### src/rtl/frac_bin_to_bcd_pkg.sv
// Shared defaults, FSM encoding and saturation constants
// for the fraction-to-BCD converter.
package frac_bin_to_bcd_pkg;

    localparam int W_IN_DEF  = 24;
    localparam int N_DIG_DEF = 7;

    localparam logic [3:0] BCD_NINE = 4'h9;
    localparam logic [4*N_DIG_DEF-1:0] BCD_SAT = {N_DIG_DEF{BCD_NINE}};

    typedef enum logic [1:0] {
        IDLE  = 2'd0,
        SHIFT = 2'd1,
        DONE  = 2'd2
    } state_t;

endpackage

### src/rtl/frac_bin_to_bcd_add3.sv
// Double-dabble digit correction: add 3 to any digit >= 5
// so the following left shift carries into the next decade.
module bcd_add3 (
    input  logic [3:0] d,
    output logic [3:0] q
);

    assign q = (d >= 4'd5) ? d + 4'd3 : d;

endmodule

### src/rtl/frac_bin_to_bcd.sv
// Iterative binary-to-BCD converter for the fraction path,
// one input bit per cycle MSB first, with overflow saturation.
module frac_bin_to_bcd
    import frac_bin_to_bcd_pkg::*;
#(
    parameter int W_IN  = W_IN_DEF,
    parameter int N_DIG = N_DIG_DEF
) (
    input  logic               clk,
    input  logic               rst,
    input  logic               start,
    input  logic [W_IN-1:0]    frac_in,
    output logic               busy,
    output logic               done,
    output logic [4*N_DIG-1:0] bcd_out,
    output logic               ovf
);

    localparam int CW = $clog2(W_IN + 1);
    localparam int AW = 4 * (N_DIG + 1);
    localparam logic [4*N_DIG-1:0] SAT = {N_DIG{BCD_NINE}};

    state_t          state;
    state_t          state_nx;
    logic [W_IN-1:0] sr;
    logic [AW-1:0]   acc;
    logic [AW-1:0]   acc_fix;
    logic [CW-1:0]   cnt;
    logic            accept;
    logic            top_nz;

    // A start coinciding with the done pulse is not a new request
    assign accept = (state == IDLE) && start && !done;
    assign busy   = (state == SHIFT);
    assign top_nz = |acc[AW-1 -: 4];

    for (genvar g = 0; g < N_DIG + 1; g++) begin : g_fix
        bcd_add3 u_add3 (
            .d (acc[4*g +: 4]),
            .q (acc_fix[4*g +: 4])
        );
    end

    always_ff @(posedge clk) begin
        if (rst) state <= IDLE;
        else     state <= state_nx;
    end

    always_comb begin
        state_nx = state;
        case (state)
            IDLE:    if (accept) state_nx = SHIFT;
            SHIFT:   if (cnt == CW'(1)) state_nx = DONE;
            DONE:    state_nx = IDLE;
            default: state_nx = IDLE;
        endcase
    end

    always_ff @(posedge clk) begin
        if (rst) begin
            sr      <= '0;
            acc     <= '0;
            cnt     <= '0;
            done    <= 1'b0;
            bcd_out <= '0;
            ovf     <= 1'b0;
        end else begin
            done <= 1'b0;
            case (state)
                IDLE: begin
                    if (accept) begin
                        sr  <= frac_in;
                        acc <= '0;
                        cnt <= CW'(W_IN);
                    end
                end
                SHIFT: begin
                    {acc, sr} <= {acc_fix, sr} << 1;
                    cnt       <= cnt - 1'b1;
                end
                DONE: begin
                    ovf     <= top_nz;
                    bcd_out <= top_nz ? SAT : acc[4*N_DIG-1:0];
                    done    <= 1'b1;
                end
                default: ;
            endcase
        end
    end

endmodule

### config.mk
export PLATFORM = sky130hd
export DESIGN_NAME = frac_bin_to_bcd
export DESIGN_NICKNAME = d
export VERILOG_FILES = /design/src/rtl/frac_bin_to_bcd_pkg.sv /design/src/rtl/frac_bin_to_bcd_add3.sv /design/src/rtl/frac_bin_to_bcd.sv
export SDC_FILE = /design/constraint.sdc
export NUM_CORES = 1
export LEC_CHECK = 0
export ABC_AREA = 1
export CAP_MARGIN = 25
export CORE_AREA = 2 2 98 100
export CTS_CLUSTER_SIZE = 16
export DETAILED_ROUTE_END_ITERATION = 10
export DIE_AREA = 0 0 100 102
export PLACE_DENSITY = 0.78
export SYNTH_ARGS = -nofsm -noshare
export SYNTH_HDL_FRONTEND = slang
export SYNTH_HIERARCHICAL = 1
export SYNTH_SLANG_ARGS = --single-unit
### constraint.sdc
create_clock -name clk -period 1.9 [get_ports clk]
set_clock_uncertainty 0.2 [all_clocks]
set_input_delay 0.19 -clock clk [delete_from_list [all_inputs] [get_ports clk]]
set_output_delay 0.19 -clock clk [all_outputs]
set_load 0.05 [all_outputs]
==> results summary <==
The worst hold path passes through 3 cells. The diode insertion count for antenna repair came out at 0. The number of design-rule violations left by the first detailed-router iteration came out at 210. The final critical-path required period came out at 1817 ps. Setup repair after global routing left no endpoint under its margin. The number of antenna violations at the first check in global routing came to 0.

The startpoint identified for the worst register-to-register timing path is acc[13]. The die covers 10,200 um2. The library cells used most frequently in the layout, excluding fill and tap cells, are 184 x nand2_1, 93 x dfxtp_1, 83 x nor2_1. The last weighted congestion value of the routability-driven placer is 0.8223. The met3 track utilization from global routing came out at 4.651%.

The logic depth of the worst register-to-register path is 8. The row count is 35. The global-route met2 utilization is 43.04%.

The insertion delay to the later sink of the worst-skew pair is 360 ps. The root buffer cell is clkbuf_8. After detailed routing, the number of remaining DRC violations is 0. No sink is reached through more buffers than the 2 on the longest clock path. The kind of path behind the tightest hold check is in2reg. The run finished with clean final reports. The residual antenna-violating net count after detailed routing is 0. The slack of the worst reg-to-reg path is 210 ps.

The via count of the first global-routing pass is 4,653. The final route contains 4,686 vias. Of the cells placed in the final design, the portion with a size suffix greater than 1 is 11.10%. The worst-case IR drop observed on VDD is 460.8 uV. The global-route usage over all layers came out at 23.39%.

The average wire per standard cell came out at 12.90 um. In this run the static leakage power is 2.595 nW. The mean number of vias per cell came out at 5.236. The number of hold buffers added after CTS was 0. Synthesis handed over a netlist of 734 instances. The worst-margin pin slew is 507.4 ps.

The count of TritonRoute iterations in the first routing pass came out at 5. The worst path meets setup with 82.67 ps of slack. The maximum level of the CTS H-tree is 3. 58 I/O pins were placed. The number of max-slew violations in the final report is 0. Summing internal, switching and leakage power gives 4.139 mW. Setup violations remaining at the end of the flow were counted as 0. In this run the tightest slew margin relative to its limit is 66.11%. The endpoint identified for the worst register-to-register timing path is acc[13]. The post-route setup TNS came out at 0 ps. The mapped cell area came out at 4947 um2. The setup path with the least slack is of type reg2out. Leaving out fill and tap cells, the most frequent cell in the layout is nand2_1. The filler cell count in the final layout is 819. The power density relative to cell area is 706.4 nW/um2.

The path with the worst hold slack has its endpoint at sr[0]. The post-route clock period utilization came out at 95.65%. The net count of the mapped netlist is 779. The peak fanout along the critical path is 39.

The number of violations of the max-capacitance limit is 0. The total detailed-routing wirelength is 11.54 mm. The worst setup path is captured at a primary output. The pin count of the biggest net entering global routing came out at 44. STA classifies the critical path startpoint as a register.

The quantity of I/O buffers inserted on ports came out at 57. The met1 track utilization from global routing is 26.77%. The wire-length estimate of the detail-placed layout is 7.469 mm. The total congestion overflow after global routing is 0. The critical path arrival is 1430 ps. In this run the most critical hold path is launched from frac_in[0].

The count of nets after finishing is 824. The post-placement setup slack is 122.7 ps. The layer flagged by global routing as most heavily used is met2. Yosys printed 6 warnings. The clock-pin slew reported for the worst setup and hold paths after clock tree synthesis is 90 ps.

The vertical die dimension is 102 um. The area of the placeable core is 9109 um2. The first global-routing pass estimated 19.67 mm of wire. The top achievable clock speed came out at 0.5503 GHz.

The number of sinks on the clock net came out at 93. The mean cell area of the mapped netlist is 6.740 um2. The critical path required time came out at 1510 ps. The number of hold violations in the final report is 0. TritonCTS built the clock tree.

The layout overhead on the synthesized area is 18.44%. The floorplan step set the die width to 100 um. The TritonCTS buffer count came out at 9. Once the floorplan was initialized, standard cells occupied 54.31% of the core.
## repair_timing
action / CTS / global route
setup buffers: 0 / 0
setup endpoints to repair: 21 / 7
resized for setup: 21 / 7
## sequential cells by signal, summed over array words and instances, names as in the netlist
signal,cells
cnt,5
bcd_out,28
acc,32
done,1
ovf,1
state,2
sr,24
## report_power, final
part	switching, mW	leakage, nW	total (mW)	internal, mW
combinational	0.388	1.74	0.634	0.246
sequential	0.0460	0.756	2.08	2.03
clock	0.687	0.101	1.43	0.742
## worst max-delay path: stages, from the launching register on
cell,delay [ps]
dfxtp_1,480
inv_2,70
nor2_4,120
buf_12,220
buf_12,160
## routing by layer
| metal | vias up | wire length [um] |
|---|---|---|
| li1 | 2413 | - |
| met1 | 2131 | 5136 |
| met2 | 122 | 5647 |
| met3 | 20 | 575 |
| met4 | 0 | 183 |
| met5 | - | 0 |
## area by class of cell
cell class | count | area, um2 | area share [%]
Clock buffer | 12 | 135.1 | 2.306
Multi-Input combinational cell | 524 | 2613 | 44.59
Inverter | 79 | 296.5 | 5.061
Timing Repair Buffer | 72 | 742.0 | 12.66
Clock inverter | 4 | 72.57 | 1.239
Tap cell | 111 | 138.9 | 2.370
Sequential cell | 93 | 1862 | 31.77
## worst max-delay path by stage
stage                        endpoint  slack, ps  depth (start not counted)         from
after global routing             busy          8                          4     state[0]
final                            busy         80                          4     state[0]
after floorplan                sr[10]        260                          5         done
after CTS                 bcd_out[20]          3                          1  bcd_out[20]
after global placement         acc[8]        190                          7        start
after detailed placement      acc[10]        120                          7        start
## through the flow
| stage | cell area, um2 | util [%] | hold slack [ps] | instances |
|---|---|---|---|---|
| 6_report | 5859 | 64.33 | 254.4 | 895 |
| 4_1_cts | 5842 | 64.13 | 256.0 | 895 |
| 3_3_place_gp | 5660 | 62.14 | 266.7 | 879 |
| 5_1_grt | 5859 | 64.33 | 273.0 | 895 |
| 3_5_place_dp | 5660 | 62.14 | 279.6 | 879 |
| 2_1_floorplan | 4947 | - | 59.07 | 734 |
Note: power is estimated with default switching activity, not from simulation.
